--- src/rtl/cnn_pkg.sv ---
`default_nettype none
// ============================================================================
//  Module   : cnn_pkg
//  Purpose  : Shared geometry, widths, FSM state type and sample/weight types
//             for the 3x3 convolution sequencer.
//  Revision : 1.0  initial release
// ============================================================================
package cnn_pkg;

    localparam int IMG_W = 28;
    localparam int IMG_H = 28;
    localparam int AW    = 10;
    localparam int WW    = 8;
    localparam int OW    = 16;

    // Output map geometry: one result per valid 3x3 window position
    localparam int OUT_W = IMG_W - 2;
    localparam int OUT_N = (IMG_W - 2) * (IMG_H - 2);

    typedef enum logic [1:0] {
        ST_IDLE  = 2'd0,
        ST_RUN   = 2'd1,
        ST_DRAIN = 2'd2
    } state_t;

    typedef logic [1:0]           sample_t;
    typedef logic signed [WW-1:0] weight_t;

endpackage : cnn_pkg
`default_nettype wire

--- src/rtl/cnn_mac9.sv ---
`default_nettype none
// ============================================================================
//  Module   : cnn_mac9
//  Purpose  : Two-stage 3x3 MAC datapath. Stage 1 registers the nine
//             sample x weight products; stage 2 sums them with the bias,
//             saturates to OW bits and optionally applies ReLU.
//  Revision : 1.0  initial release
// ============================================================================
module cnn_mac9
    import cnn_pkg::*;
#(
    parameter int WW   = 8,
    parameter int OW   = 16,
    parameter bit RELU = 1'b1
) (
    input  logic                 clk,
    input  logic                 rst,
    input  logic                 en,
    input  sample_t [8:0]        win,
    input  logic    [8:0][WW-1:0] weight,
    input  logic signed [OW-1:0] bias,
    output logic signed [OW-1:0] out_data
);

    // Product of an unsigned 2-bit sample and a signed WW-bit weight
    localparam int c_pw = WW + 2;
    // Accumulator width: OW + 2 leaves headroom for bias plus products
    localparam int c_sw = OW + 2;

    localparam logic signed [c_sw-1:0] c_max = {3'b000, {(OW-1){1'b1}}};
    localparam logic signed [c_sw-1:0] c_min = {3'b111, {(OW-1){1'b0}}};

    logic signed [c_pw-1:0] r_prod [9];
    logic signed [c_pw-1:0] w_smp_ext [9];
    logic signed [c_pw-1:0] w_wgt_ext [9];
    logic signed [c_pw-1:0] w_prod [9];
    logic signed [c_sw-1:0] w_sum;
    logic signed [OW-1:0]   w_sat;
    logic signed [OW-1:0]   w_res;

    for (genvar k = 0; k < 9; k++) begin : g_prod
        assign w_smp_ext[k] = c_pw'($signed({1'b0, win[k]}));
        assign w_wgt_ext[k] = c_pw'($signed(weight[k]));
        assign w_prod[k]    = w_smp_ext[k] * w_wgt_ext[k];

        // Stage 1: product register, held while the pipeline is stalled
        always_ff @(posedge clk) begin
            if (rst) begin
                r_prod[k] <= '0;
            end else if (en) begin
                r_prod[k] <= w_prod[k];
            end
        end
    end

    // Adder tree: sign-extended products accumulated onto the bias
    always_comb begin
        w_sum = {{(c_sw-OW){bias[OW-1]}}, bias};
        for (int k = 0; k < 9; k++) begin
            w_sum = w_sum + {{(c_sw-c_pw){r_prod[k][c_pw-1]}}, r_prod[k]};
        end
    end

    // Saturate to the OW-bit signed range, then optional ReLU
    always_comb begin
        if (w_sum > c_max) begin
            w_sat = c_max[OW-1:0];
        end else if (w_sum < c_min) begin
            w_sat = c_min[OW-1:0];
        end else begin
            w_sat = w_sum[OW-1:0];
        end
        w_res = w_sat;
        if (RELU && w_sat[OW-1]) begin
            w_res = '0;
        end
    end

    // Stage 2: result register, held while the pipeline is stalled
    always_ff @(posedge clk) begin
        if (rst) begin
            out_data <= '0;
        end else if (en) begin
            out_data <= w_res;
        end
    end

endmodule : cnn_mac9
`default_nettype wire

--- src/rtl/cnn_conv3x3_seq.sv ---
`default_nettype none
// ============================================================================
//  Module   : cnn_conv3x3_seq
//  Purpose  : Sweeps the image RAM read address over every 3x3 window
//             position, feeds the returned window into the MAC pipeline and
//             streams one result per window over a valid/ready handshake.
//  Revision : 1.0  initial release
// ============================================================================
module cnn_conv3x3_seq
    import cnn_pkg::*;
#(
    parameter int IMG_W = cnn_pkg::IMG_W,
    parameter int IMG_H = cnn_pkg::IMG_H,
    parameter int AW    = cnn_pkg::AW,
    parameter int WW    = cnn_pkg::WW,
    parameter int OW    = cnn_pkg::OW,
    parameter bit RELU  = 1'b1
) (
    input  logic                  clk,
    input  logic                  rst,
    input  logic                  start,
    output logic                  busy,
    output logic                  done,
    output logic [AW-1:0]         addr_rd,
    input  sample_t [8:0]         win,
    input  logic [8:0][WW-1:0]    weight,
    input  logic signed [OW-1:0]  bias,
    output logic                  out_valid,
    input  logic                  out_ready,
    output logic signed [OW-1:0]  out_data,
    output logic [AW-1:0]         out_idx
);

    localparam int c_col_w = $clog2(IMG_W);
    localparam int c_row_w = $clog2(IMG_H);

    localparam logic [c_col_w-1:0] c_col_first = c_col_w'(2);
    localparam logic [c_col_w-1:0] c_col_last  = c_col_w'(IMG_W - 1);
    localparam logic [c_row_w-1:0] c_row_first = c_row_w'(2);
    localparam logic [c_row_w-1:0] c_row_last  = c_row_w'(IMG_H - 1);
    localparam logic [AW-1:0]      c_addr_first = AW'(2 * IMG_W + 2);
    localparam logic [AW-1:0]      c_idx_last   = AW'((IMG_W - 2) * (IMG_H - 2) - 1);
    // Moving from the last column to column 2 of the next row skips two pixels
    localparam logic [AW-1:0]      c_step_wrap  = AW'(3);
    localparam logic [AW-1:0]      c_step_col   = AW'(1);

    state_t               r_state;
    state_t               w_state_nxt;
    logic [c_row_w-1:0]   r_row;
    logic [c_col_w-1:0]   r_col;
    logic [AW-1:0]        r_addr;
    logic [AW-1:0]        r_issue_idx;
    logic                 r_v1;
    logic [AW-1:0]        r_idx1;
    logic                 r_done;
    logic                 w_stall;
    logic                 w_adv;
    logic                 w_issue;
    logic                 w_col_wrap;
    logic                 w_last_issue;
    logic                 w_xfer;
    logic                 w_last_xfer;

    // A held result freezes the whole pipeline and the address sweep
    assign w_stall      = out_valid && !out_ready;
    assign w_adv        = !w_stall;
    assign w_col_wrap   = (r_col == c_col_last);
    assign w_last_issue = w_col_wrap && (r_row == c_row_last);
    assign w_xfer       = out_valid && out_ready;
    assign w_last_xfer  = w_xfer && (out_idx == c_idx_last);

    // FSM state register
    always_ff @(posedge clk) begin
        if (rst) begin
            r_state <= ST_IDLE;
        end else begin
            r_state <= w_state_nxt;
        end
    end

    // FSM next-state logic
    always_comb begin
        w_state_nxt = r_state;
        case (r_state)
            ST_IDLE:  if (start)                    w_state_nxt = ST_RUN;
            ST_RUN:   if (w_issue && w_last_issue)  w_state_nxt = ST_DRAIN;
            ST_DRAIN: if (w_last_xfer)              w_state_nxt = ST_IDLE;
            default:                                w_state_nxt = ST_IDLE;
        endcase
    end

    // FSM outputs: busy flag and per-cycle address issue strobe
    always_comb begin
        busy    = (r_state != ST_IDLE);
        w_issue = (r_state == ST_RUN) && w_adv;
    end

    // Window position counters and the RAM address that tracks them
    always_ff @(posedge clk) begin
        if (rst) begin
            r_row       <= '0;
            r_col       <= '0;
            r_addr      <= '0;
            r_issue_idx <= '0;
        end else if ((r_state == ST_IDLE) && start) begin
            r_row       <= c_row_first;
            r_col       <= c_col_first;
            r_addr      <= c_addr_first;
            r_issue_idx <= '0;
        end else if (w_issue && !w_last_issue) begin
            r_issue_idx <= r_issue_idx + 1'b1;
            if (w_col_wrap) begin
                r_col  <= c_col_first;
                r_row  <= r_row + 1'b1;
                r_addr <= r_addr + c_step_wrap;
            end else begin
                r_col  <= r_col + 1'b1;
                r_addr <= r_addr + c_step_col;
            end
        end
    end

    assign addr_rd = r_addr;

    // Valid and index travel alongside the MAC data through both stages
    always_ff @(posedge clk) begin
        if (rst) begin
            r_v1      <= 1'b0;
            r_idx1    <= '0;
            out_valid <= 1'b0;
            out_idx   <= '0;
        end else if (w_adv) begin
            r_v1      <= w_issue;
            r_idx1    <= r_issue_idx;
            out_valid <= r_v1;
            if (r_v1) begin
                out_idx <= r_idx1;
            end
        end
    end

    // Completion pulse in the cycle after the final result is accepted
    always_ff @(posedge clk) begin
        if (rst) begin
            r_done <= 1'b0;
        end else begin
            r_done <= w_last_xfer;
        end
    end

    assign done = r_done;

    cnn_mac9 #(
        .WW   (WW),
        .OW   (OW),
        .RELU (RELU)
    ) u_mac9 (
        .clk      (clk),
        .rst      (rst),
        .en       (w_adv),
        .win      (win),
        .weight   (weight),
        .bias     (bias),
        .out_data (out_data)
    );

endmodule : cnn_conv3x3_seq
`default_nettype wire

--- config.mk ---
export PLATFORM = sky130hd
export DESIGN_NAME = cnn_conv3x3_seq
export DESIGN_NICKNAME = d
export VERILOG_FILES = /design/src/rtl/cnn_pkg.sv /design/src/rtl/cnn_mac9.sv /design/src/rtl/cnn_conv3x3_seq.sv
export SDC_FILE = /design/constraint.sdc
export NUM_CORES = 1
export LEC_CHECK = 0
export BUFFER_PORTS_ARGS = -buffer_cell sky130_fd_sc_hd__clkbuf_2
export CORE_UTILIZATION = 55
export DETAILED_ROUTE_END_ITERATION = 7
export PLACE_DENSITY = 0.74
export SYNTH_ARGS = -nofsm -noshare
export SYNTH_HDL_FRONTEND = slang
export SYNTH_HIERARCHICAL = 1
export SYNTH_SLANG_ARGS = --single-unit
export TNS_END_PERCENT = 5
--- constraint.sdc ---
create_clock -name clk -period 4.7 [get_ports clk]
set_input_delay 0.235 -clock clk [delete_from_list [all_inputs] [get_ports clk]]
set_output_delay 0.235 -clock clk [all_outputs]
set_load 0.01 [all_outputs]
# ---- Word level (Yosys, flattened, before mapping)
# Memories as Yosys holds them, arrays and structs flattened.
# Index checks and enable logic that the tools add are counted.
dict set report word_totals {
  word_cells 108
  reg_bits 71
  inputBits 110
  n_memories 1
  ram_bits 90
  output_inout_bits 39
}
dict set report op_classes {
  bitwise_logic 10
  n_mul 9
  reduce_logical 20
  n_mux 30
  magnitude_cmp 2
  addsub 14
  eq_ne 8
}
# memory depth width rd rd_ports_with_merged_regs write_ports line_no
set mem_list {}
lappend mem_list {u_mac9.r_prod 9 10 9 0 9 cnn_mac9.sv:33} ;# logic signed [c_pw-1:0] r_prod [9];
# cell count
set op_table {}
lappend op_table {{18-bit adder} 8}
lappend op_table {{10-bit 2-to-1 mux} 10}
lappend op_table {{3-bit by 8-bit multiplier with 10-bit output} 9}
lappend op_table {{16-bit 2-to-1 mux} 2}
lappend op_table {{10-bit by 1-bit adder with 10-bit output (second input constant)} 2}
lappend op_table {{18-bit by 16-bit > comparator with 1-bit output (second input constant)} 1}
lappend op_table {{18-bit by 16-bit < comparator with 1-bit output (second input constant)} 1}
lappend op_table {{16-bit by 10-bit adder with 17-bit output} 1}
lappend op_table {{2-bit 2-to-1 mux} 8}
lappend op_table {{15-bit 2-to-1 mux} 1}
lappend op_table {{6-bit 2-to-1 mux} 2}
lappend op_table {{10-bit by 2-bit adder with 10-bit output (second input constant)} 1}
lappend op_table {{5-bit by 1-bit adder with 5-bit output (second input constant)} 2}
lappend op_table {{10-bit == test (second input constant)} 1}
lappend op_table {{5-bit == test (second input constant)} 2}
lappend op_table {{1-bit OR} 9}
lappend op_table {{1-bit logical AND} 8}
lappend op_table {{2-bit != test (second input constant)} 3}
lappend op_table {{2-bit one-hot mux with 3 select lines} 1}
lappend op_table {{2-bit AND reduction} 3}
lappend op_table {{2-bit nonzero test} 3}
lappend op_table {{1-bit 2-to-1 mux} 5}
lappend op_table {{5-bit 2-to-1 mux} 1}
lappend op_table {{1-bit zero test} 3}
lappend op_table {{6 further kinds} 6}

# ---- Depth between registers and ports, before layout
# Gate-level depths: netlist of run 1.
# An unclocked memory read counts as a cell.
dict set report depth {
  ltp_word 14
  depth_mapped 20
  mapped_depth_nobuf 18
}

# ---- Hierarchy
# Netlist of run 1, hierarchy kept.
# mod seq_area_each_um2 n_inst area_each_um2 cells_per_inst
set by_module_without_submodules {}
lappend by_module_without_submodules {cnn_mac9 3002.9 1 11282.1 1080}
lappend by_module_without_submodules {cnn_conv3x3_seq 1101.1 1 2393.5 286}

# ---- Worst setup path after synthesis of run 1
# Ideal clock, no wire load.
dict set report synth_timing {
  kind {reg-to-reg}
  start {memory u_mac9/r_prod[1][9] (netlist name)}
  end {register u_mac9.out_data[3]}
  setup_ns 0.125
  slack_ns -0.325
  path_buffers 1
  synth_period_minus_slack_ns 5.025
  stages_incl_launch_ff 18
  arrival_ns 4.900
  required_time_ns 4.575
  path_cell_list {edfxtp_1 inv_1 fa_1 inv_1 fa_1 inv_1 fa_1 fa_1 fa_1 inv_1 ha_1 a21oi_1 o21ai_0 o22ai_1 o211a_1 nor2_2 buf_6 a22oi_2}
}
# item line_no
set synth_lines {}
lappend synth_lines {{from (decl)} cnn_mac9.sv:33}
lappend synth_lines {{to (signal assigned)} cnn_mac9.sv:84} ;# out_data <= w_res;
lappend synth_lines {{to (decl)} cnn_mac9.sv:22} ;# output logic signed [OW-1:0] out_data

==> results.sh, run 1 <==
export IMPL_r2r_setup_slack_ns=-0.21
export IMPL_drt_first_iter_violations=493
export IMPL_grt_pass1_vias=9962
export IMPL_path_clk_slew_ns=0.07
export IMPL_yosys_warnings=6
export IMPL_startpoint_type="register"
export IMPL_synth_commonest_cells="inv_1 (163), ha_1 (160), and2_1 (149)"
export IMPL_vias=9913
export IMPL_avgViaCountPerCell=5.25
export IMPL_netlist_instances=1366
export IMPL_cap_viol_max_count=0
export IMPL_dr_pass1_iters=5
export IMPL_netlist_area_um2=13700
export IMPL_synthToLayoutAreaGrowth_pct=16.7
export IMPL_detail_route_wirelength_um=28600
export IMPL_post_place_ws_ns=-0.539
export IMPL_drv_slew=0
export IMPL_min_to="u_mac9/r_prod[6][0]$_SDFFCE_PN0P_"
export IMPL_synth_most_common_cell="inv_1"
export IMPL_ant_nets=0
export IMPL_endpoint_kind="register"
export IMPL_grt_max_degree=91
export IMPL_layout_drive_gt1_share_pct=19.1
export IMPL_port_buffers=147
export IMPL_final_seq_area_um2=4100
export IMPL_seq_area_frac_synth_pct=30.0
export IMPL_synth_area_leaders="edfxtp_1 (20%), fa_1 (17%), ha_1 (15%)"
export IMPL_violations="negative setup slack"
export IMPL_setup_violations_final=15
export IMPL_clock_skew_ns=0.0101
export IMPL_synth_fp_nets=1755
export IMPL_coreArea_um2=24300
export IMPL_cts_sinks=160
export IMPL_antenna_found_initial=0
export IMPL_cts_hold_buf=0
export IMPL_async_reset_ff_share_pct=0
export IMPL_rsz0062_at_grt="yes"
export IMPL_status="finished, violations left"
export IMPL_avgSynthCellArea_um2=10.0
export IMPL_htreeDepth=4
export IMPL_yosysTopAreaCellShare_pct=19.8
export IMPL_grt_use_total_pct=23.6
export IMPL_path_class="reg -> reg"
export IMPL_max_clock_path_buffers=2
export IMPL_whs_ns=0.121
export IMPL_synth_edf_count=90
export IMPL_crit_fanout=14
export IMPL_crit_top_cell="fa_1"
export IMPL_yosys_area_top_type="edfxtp_1"
export IMPL_r2r_end="u_mac9/out_data[0]$_SDFFE_PP0P_"
export IMPL_min_from="weight[48]"
export IMPL_worst_slew_pin_transition_ns=1.15
export IMPL_required_ns=5.02
export IMPL_cts_buffers_inserted=17
export IMPL_ctsRootBufferMaster="clkbuf_16"
export IMPL_slew_headroom_pct=23.7
export IMPL_nets=1939
export IMPL_multi_input_area_um2=9030
export IMPL_reg2regPathDepth=16
export IMPL_hold_viol=0
export IMPL_fin_crit_sh_pct=105
export IMPL_cpPeakStageDelay_ns=0.55
export IMPL_wl_per_cell_um=15.2
export IMPL_period_minus_slack_ns=4.91
export IMPL_hp_class="in -> reg"
export IMPL_die_h_um=160
export IMPL_fmax_mhz=204
export IMPL_rows=57
export IMPL_n_antenna_cell=0
export IMPL_post_dp_hpwl_um=22700
export IMPL_gr_total_overflow=0
export IMPL_cp_cell_sequence="fa_1 -> fa_1 -> fa_1 -> inv_1 -> fa_1 -> inv_1 -> fa_1 -> fa_2 -> a211oi_2 -> o211ai_2 -> a211oi_2 -> buf_4 -> nor4_4 -> nor2_2 -> buf_12 -> o21ai_1"
export IMPL_nFillCells=1913
export IMPL_place_congestion=0.840
export IMPL_slowest_stage="fa_1"
export IMPL_rr_startpoint="u_mac9/r_prod[6][2]$_SDFFCE_PN0P_"
export IMPL_synth_cell_type_count=57
export IMPL_grt_first_pass_wirelength_um=47800
export IMPL_die_width_um=160
export IMPL_start_util_pct=56.2
export IMPL_die_area_um2=25500
export IMPL_min_path_cells=2
export IMPL_ys_seq_elements=160
export IMPL_ys_flop_type="edfxtp_1"
export IMPL_tritoncts="done"
export IMPL_ios=149
export IMPL_drc=0
export IMPL_setup_ws_ns=-0.213
export IMPL_insertion_delay_ns=0.43
export IMPL_worstPathArrival_ns=5.23
[logic make-up after synthesis]
logic type,share of synthesized area (%)
AO/OA/AOI/OAI,11.7
XOR/XNOR,4.48
adder cells (fa/ha/maj),32.1
buffers and inverters,5.83
flip-flops,30.0
multiplexers,0.0732
other,0.0274
AND/OR/NAND/NOR,15.8
[worst max path at each step]
stage | slack (ns) | endpoint | depth (start not counted) | start
2_1_floorplan | -0.006 | u_mac9/out_data[5]$_SDFFE_PP0P_ | 16 | u_mac9/r_prod[5][9]$_SDFFCE_PN0P_
3_3_place_gp | -0.47 | u_mac9/out_data[4]$_SDFFE_PP0P_ | 17 | bias[8]
3_5_place_dp | -0.54 | u_mac9/out_data[0]$_SDFFE_PP0P_ | 17 | bias[8]
4_1_cts | -0.18 | u_mac9/out_data[0]$_SDFFE_PP0P_ | 16 | u_mac9/r_prod[8][2]$_SDFFCE_PN0P_
5_1_grt | -0.40 | u_mac9/out_data[2]$_SDFFE_PP0P_ | 18 | u_mac9/r_prod[2][2]$_SDFFCE_PN0P_
6_report | -0.21 | u_mac9/out_data[0]$_SDFFE_PP0P_ | 16 | u_mac9/r_prod[6][2]$_SDFFCE_PN0P_
[sequential cells by signal (all words and copies together), names as in the netlist, 2 cells and up]
| signal | flops |
|---|---|
| u_mac9/out_data | 15 |
| r_col | 5 |
| r_state | 2 |
| addr_rd | 10 |
| u_mac9/r_prod | 90 |
| r_idx1 | 10 |
| r_issue_idx | 10 |
| r_row | 5 |
| out_idx | 10 |
[worst max-delay path, delay by kind of cell (launching register included)]
kind / cells / cell delay (ns)
DFF: 1 / 0.45
adders and majority gates: 6 / 2.93
and+or+nand+nor: 2 / 0.20
buffers and inverters: 4 / 0.42
AOI/OAI and AO/OA: 4 / 0.80
[through the flow]
stage	utilization, %	std cells	area [µm²]	TNS, ns
6_report	65.6	1887	16000	-2.91
5_1_grt	65.6	1887	16000	-5.70
4_1_cts	65.5	1887	15900	-2.43
3_5_place_dp	62.5	1850	15200	-6.75
3_3_place_gp	62.5	1850	15200	-6.59
2_1_floorplan	-	1366	13900	-0.00600
[cell usage in the layout, fill, tap and decap left out, types with 45 or more instances in the layout]
| cell | instances |
|---|---|
| ha_1 | 152 |
| nand2_1 | 104 |
| a21oi_1 | 98 |
| fa_1 | 116 |
| nor2_1 | 67 |
| xnor2_1 | 45 |
| edfxtp_1 | 90 |
| dfxtp_1 | 70 |
| inv_1 | 154 |
| and2_1 | 149 |
| clkbuf_2 | 147 |
[timing repair]
| action | in CTS | in global routing |
|---|---|---|
| setup endpoints to repair | 15 | 15 |
| pin swaps | 19 | 1 |
| resized for setup | 18 | 5 |
| buffers inserted | 5 | 0 |
[area by class of cell]
cell class                      instances  area share, %
Clock buffer                           17           2.67
Timing Repair Buffer                  197           7.38
Inverter                              164           3.91
Tap cell                              324           2.54
Clock inverter                         15           1.19
Sequential cell                       160           25.7
Multi-Input combinational cell       1010           56.6
[layer usage]
metal | vias up | routed length [µm] | global-route usage [%]
met5 | - | 0 | 0
met4 | 0 | 476 | 6.91
met3 | 30 | 839 | 2.83
met2 | 180 | 14300 | 41.6
met1 | 4684 | 12900 | 30.3
li1 | 5019 | - | -
Power of run 1 is left out: the tool's default activity adds up to more than one toggle a clock period on the data nets, which glitch-free logic cannot reach.
==> run 2, diff against run 1 <==
==> constraint.sdc (replaced) <==
create_clock -name clk -period 4.7 [get_ports clk]
set_input_delay 0.47 -clock clk [delete_from_list [all_inputs] [get_ports clk]]
set_output_delay 0.47 -clock clk [all_outputs]
set_load 0.01 [all_outputs]
==> run 2 against run 1 <==
Against the previous run: the flow still finishes with violations (negative setup slack); core utilization grew 0.62 points; setup slack gained 0.036 ns; sequential cell count is the same; maximum frequency grew 0.74%; via count grew 1.4%; worst hold slack gained 0.23 ns; critical path depth is the same; routed wire length shrank 0.31%; first-iteration DRC count shrank 4.1%; clock skew shrank 0.0020 ns; final cell count grew 0.53%; clock-buffer cell count grew 2.
==> results.sh, run 2 (synthesized netlist as in run 1, its figures left out) <==
export IMPL_ios=149
export IMPL_tritoncts="done"
export IMPL_worstPathArrival_ns=5.23
export IMPL_setup_ws_ns=-0.177
export IMPL_n_antenna_cell=0
export IMPL_port_buffers=147
export IMPL_drc=0
export IMPL_vias=10047
export IMPL_min_path_cells=2
export IMPL_dr_pass1_iters=5
export IMPL_largest_reg_flops=90
export IMPL_cts_sinks=160
export IMPL_top_regs="u_mac9/r_prod: 90 flops, u_mac9/out_data: 15 flops"
export IMPL_final_seq_area_um2=4100
export IMPL_crit_fanout=14
export IMPL_wl_per_cell_um=15.0
export IMPL_nets=1949
export IMPL_multi_input_area_um2=9160
export IMPL_max_clock_path_buffers=2
export IMPL_detail_route_wirelength_um=28500
export IMPL_grt_use_total_pct=23.5
export IMPL_fin_crit_sh_pct=104
export IMPL_rows=57
export IMPL_avgViaCountPerCell=5.30
export IMPL_insertion_delay_ns=0.43
export IMPL_die_h_um=160
export IMPL_layout_drive_gt1_share_pct=20.7
export IMPL_fmax_mhz=205
export IMPL_cp_startpoint="u_mac9/r_prod[7][2]$_SDFFCE_PN0P_"
export IMPL_cap_viol_max_count=0
export IMPL_violations="negative setup slack"
export IMPL_path_clk_slew_ns=0.07
export IMPL_post_layout_nonfiller_instances=1897
export IMPL_slew_headroom_pct=47.2
export IMPL_path_class="reg -> reg"
export IMPL_min_from="weight[48]"
export IMPL_post_place_ws_ns=-0.597
export IMPL_drv_slew=0
export IMPL_ant_nets=0
export IMPL_hp_class="in -> reg"
export IMPL_synthToLayoutAreaGrowth_pct=17.8
export IMPL_mostFrequentLayoutCells="inv_1 (154), and2_1 (149), ha_1 (148)"
export IMPL_worst_slew_pin_transition_ns=0.788
export IMPL_period_minus_slack_ns=4.88
export IMPL_place_congestion=0.860
export IMPL_final_common_cell="inv_1"
export IMPL_clock_skew_ns=0.00814
export IMPL_start_util_pct=56.2
export IMPL_startpoint_type="register"
export IMPL_setup_violations_final=15
export IMPL_grt_pass1_vias=10201
export IMPL_cts_hold_buf=0
export IMPL_die_width_um=160
export IMPL_post_dp_hpwl_um=22600
export IMPL_endpoint_kind="register"
export IMPL_reg2regPathDepth=16
export IMPL_rsz0062_at_grt="yes"
export IMPL_gr_total_overflow=0
export IMPL_nFillCells=1908
export IMPL_rr_startpoint="u_mac9/r_prod[7][2]$_SDFFCE_PN0P_"
export IMPL_drt_first_iter_violations=473
export IMPL_postLayoutCoreUtil_pct=66.2
export IMPL_cts_buffers_inserted=17
export IMPL_required_ns=5.05
export IMPL_placedCellCount=1853
export IMPL_max_flop_register="u_mac9/r_prod"
export IMPL_design_area_um2=16100
export IMPL_place_area_um2=15300
export IMPL_antenna_found_initial=0
export IMPL_grt_first_pass_wirelength_um=47900
export IMPL_hold_viol=0
export IMPL_die_area_um2=25500
export IMPL_coreArea_um2=24300
export IMPL_grt_max_degree=75
export IMPL_htreeDepth=4
export IMPL_status="finished, violations left"
export IMPL_ctsRootBufferMaster="clkbuf_16"
==> run 2: path summary, 6_finish.rpt <==
path	to	slack (ns)
max reg2reg	u_mac9/out_data[3]$_SDFFE_PP0P_	-0.18
min	u_mac9/r_prod[6][0]$_SDFFCE_PN0P_	0.35
min reg2reg	u_mac9/out_data[6]$_SDFFE_PP0P_	0.45
max	u_mac9/out_data[3]$_SDFFE_PP0P_	-0.18
==> run 2: stage by stage <==
stage / TNS, ns / hold slack, ns
after floorplan: -0.00829 / 0.432
after global placement: -7.11 / 0.439
after detailed placement: -8.25 / 0.443
after CTS: -2.83 / 0.340
after global routing: -4.72 / 0.357
final: -2.23 / 0.353
==> run 2: final cells by class <==
cell class / count / share of cell area, %
clock buffers: 19 / 2.88
clock inverters: 13 / 0.730
well taps: 324 / 2.52
multi-input cells: 1011 / 56.9
flip-flops and latches: 160 / 25.5
inverters: 164 / 3.88
repair buffers: 206 / 7.64
==> run 2: metal layers <==
| layer | track usage (%) | wire length [µm] | up-vias |
|---|---|---|---|
| met5 | 0 | 0 | - |
| met4 | 6.95 | 553 | 0 |
| met3 | 2.60 | 940 | 35 |
| met2 | 41.7 | 14500 | 206 |
| met1 | 30.1 | 12500 | 4788 |
| li1 | - | - | 5018 |
==> run 2: worst max-delay path, stage by stage (launching register included) <==
cell and delay, ns:
edfxtp_1 0.39, fa_1 0.62, fa_1 0.46, fa_1 0.51
inv_1 0.05, fa_1 0.49, inv_1 0.05, fa_1 0.49
fa_2 0.37, a211oi_2 0.25, o211ai_2 0.13, buf_4 0.16
a211oi_4 0.27, o211a_1 0.22, nor2_2 0.06, buf_12 0.15
a22oi_2 0.14
==> run 2: repair_timing <==
action | CTS | global route
gates resized for setup | 25 | 14
pin swaps | 20 | 11
gates cloned | 1 | 0
endpoints found under the setup margin | 15 | 15
setup buffers | 9 | 3
Power of run 2 is left out for the same reason.
==> run 3, diff against run 2 <==
CORE_UTILIZATION = 35   (was 55)
CTS_BUF_LIST = sky130_fd_sc_hd__clkbuf_16   (was unset)
PLACE_DENSITY = 0.5   (was 0.74)
==> run 3 against run 2 <==
Against the previous run: the flow still finishes with violations (negative setup slack); first-iteration DRC count is 3.4% lower; register-to-register slack hardly changed; maximum frequency is 0.19% lower; final cell count is 11% higher; setup slack worse by 0.0092 ns; global-route usage is 6.8 points lower; sequential cell count stayed put; clock skew is 0.0025 ns higher; routed wire length is 11% higher; core utilization is 24 points lower; via count is 1.6% lower.
==> results.sh, run 3 (synthesized netlist as in run 1, its figures left out) <==
export IMPL_n_antenna_cell=0
export IMPL_top_regs="u_mac9/r_prod: 90 flops, u_mac9/out_data: 15 flops"
export IMPL_path_clk_slew_ns=0.08
export IMPL_die_h_um=200
export IMPL_clock_skew_ns=0.0106
export IMPL_status="finished, violations left"
export IMPL_detail_route_wirelength_um=31700
export IMPL_rsz0062_at_grt="yes"
export IMPL_endpoint_kind="register"
export IMPL_dr_pass1_iters=5
export IMPL_port_buffers=147
export IMPL_coreArea_um2=38600
export IMPL_layout_drive_gt1_share_pct=20.5
export IMPL_setup_ws_ns=-0.186
export IMPL_grt_pass1_vias=10053
export IMPL_hold_viol=0
export IMPL_fin_crit_sh_pct=104
export IMPL_crit_fanout=14
export IMPL_rows=72
export IMPL_hp_class="in -> reg"
export IMPL_tritoncts="done"
export IMPL_grt_max_degree=49
export IMPL_required_ns=5.02
export IMPL_start_util_pct=35.5
export IMPL_tns_ns=-2.47
export IMPL_grt_first_pass_wirelength_um=51700
export IMPL_synthToLayoutAreaGrowth_pct=20.1
export IMPL_die_area_um2=39900
export IMPL_ant_nets=0
export IMPL_vias=9889
export IMPL_insertion_delay_ns=0.43
export IMPL_final_common_cell="inv_1"
export IMPL_fmax_mhz=205
export IMPL_grt_use_total_pct=16.6
export IMPL_max_clock_path_buffers=2
export IMPL_gr_total_overflow=0
export IMPL_worst_slew_pin_transition_ns=0.928
export IMPL_nFillCells=3877
export IMPL_ctsRootBufferMaster="clkbuf_16"
export IMPL_cap_viol_max_count=0
export IMPL_path_class="reg -> reg"
export IMPL_cts_buffers_inserted=17
export IMPL_cpPeakStageDelay_ns=0.58
export IMPL_antenna_found_initial=0
export IMPL_setup_violations_final=15
export IMPL_slowest_stage="fa_2"
export IMPL_largest_reg_flops=90
export IMPL_htreeDepth=4
export IMPL_slew_headroom_pct=38.1
export IMPL_cp_cell_sequence="buf_4 -> fa_2 -> fa_1 -> fa_1 -> inv_1 -> fa_1 -> fa_1 -> inv_1 -> ha_4 -> and3_4 -> buf_4 -> and3_4 -> nand3_1 -> and3_4 -> buf_12 -> a211oi_2 -> o21ai_1"
export IMPL_crit_top_cell="fa_1"
export IMPL_avgViaCountPerCell=4.72
export IMPL_path_buf_inv=5
export IMPL_period_minus_slack_ns=4.89
export IMPL_cts_sinks=160
export IMPL_drc=0
export IMPL_ios=149
export IMPL_wl_per_cell_um=15.1
export IMPL_die_width_um=200
export IMPL_place_congestion=0.794
export IMPL_max_flop_register="u_mac9/r_prod"
export IMPL_drv_slew=0
export IMPL_mostFrequentLayoutCells="inv_1 (155), and2_1 (149), ha_1 (148)"
export IMPL_cp_top_family="adder cells"
export IMPL_worstPathArrival_ns=5.20
export IMPL_violations="negative setup slack"
export IMPL_placedCellCount=2054
export IMPL_nets=1955
export IMPL_drt_first_iter_violations=457
export IMPL_startpoint_type="register"
export IMPL_post_dp_hpwl_um=25500
export IMPL_post_layout_nonfiller_instances=2097
-- run 3: cell count changes in the layout (fill, tap and decap cells not counted), moves of 3 or more --
cell      previous run  this run
buf_4               52        58
inv_6                5         2
clkinv_8             1         4
inv_2                7         4
nand2_2              3         0
o21ai_0             23        26
o21ai_1             15        11
nand2_1            101       104
-- run 3: worst paths after layout --
path,startpoint,to,slack [ns],depth (start not counted)
max,u_mac9/r_prod[3][9]$_SDFFCE_PN0P_,u_mac9/out_data[10]$_SDFFE_PP0P_,-0.19,17
min reg2reg,r_idx1[4]$_SDFFE_PP0N_,r_idx1[4]$_SDFFE_PP0N_,0.45,2
max reg2reg,u_mac9/r_prod[3][9]$_SDFFCE_PN0P_,u_mac9/out_data[10]$_SDFFE_PP0P_,-0.19,17
min,start,r_state[0]$_SDFFE_PP0P_,0.37,3
-- run 3: metal layers --
layer  routed length (µm)  track usage (%)  vias to the layer above
met5                    0                0                        -
met4                  240             2.97                        0
met3                  654             1.94                       17
met2                14900             27.5                      119
met1                15900             23.5                     4719
li1                     -                -                     5034
-- run 3: timing repair --
action	in CTS	in global routing
buffers inserted	3	7
hold buffers	0	0
cloned	0	1
endpoints found under the setup margin	15	15
endpoints found under the hold margin	0	0
pin swaps	14	18
resized for setup	12	15
-- run 3: area by class of cell --
| type | count | area [µm²] | share of cell area (%) |
|---|---|---|---|
| timing repair buffer | 213 | 1320 | 8.03 |
| inverter | 164 | 629 | 3.83 |
| sequential | 160 | 4100 | 25.0 |
| tap | 518 | 648 | 3.95 |
| clock inverter | 15 | 169 | 1.03 |
| clock buffer | 17 | 425 | 2.59 |
| multi-input combinational | 1010 | 9130 | 55.6 |
-- run 3: worst reg2reg max path: cells and delay by family, from the launching register on --
kind / cells / cell delay (ns)
buffers and inverters: 5 / 0.58
adder cells (fa/ha/maj): 6 / 2.77
AND/OR/NAND/NOR: 4 / 0.67
flip-flops: 1 / 0.48
AO/OA/AOI/OAI: 2 / 0.29
-- run 3: stage by stage --
stage	setup WS [ns]	utilization (%)	hold WS (ns)	cell area, µm²
5_1_grt	-0.372	42.6	0.387	16400
4_1_cts	-0.196	42.2	0.348	16300
3_3_place_gp	-0.523	40.5	0.443	15600
2_1_floorplan	-0.00829	-	0.432	13900
6_report	-0.186	42.6	0.371	16400
3_5_place_dp	-0.616	40.5	0.447	15600
Power of run 3 is left out for the same reason.
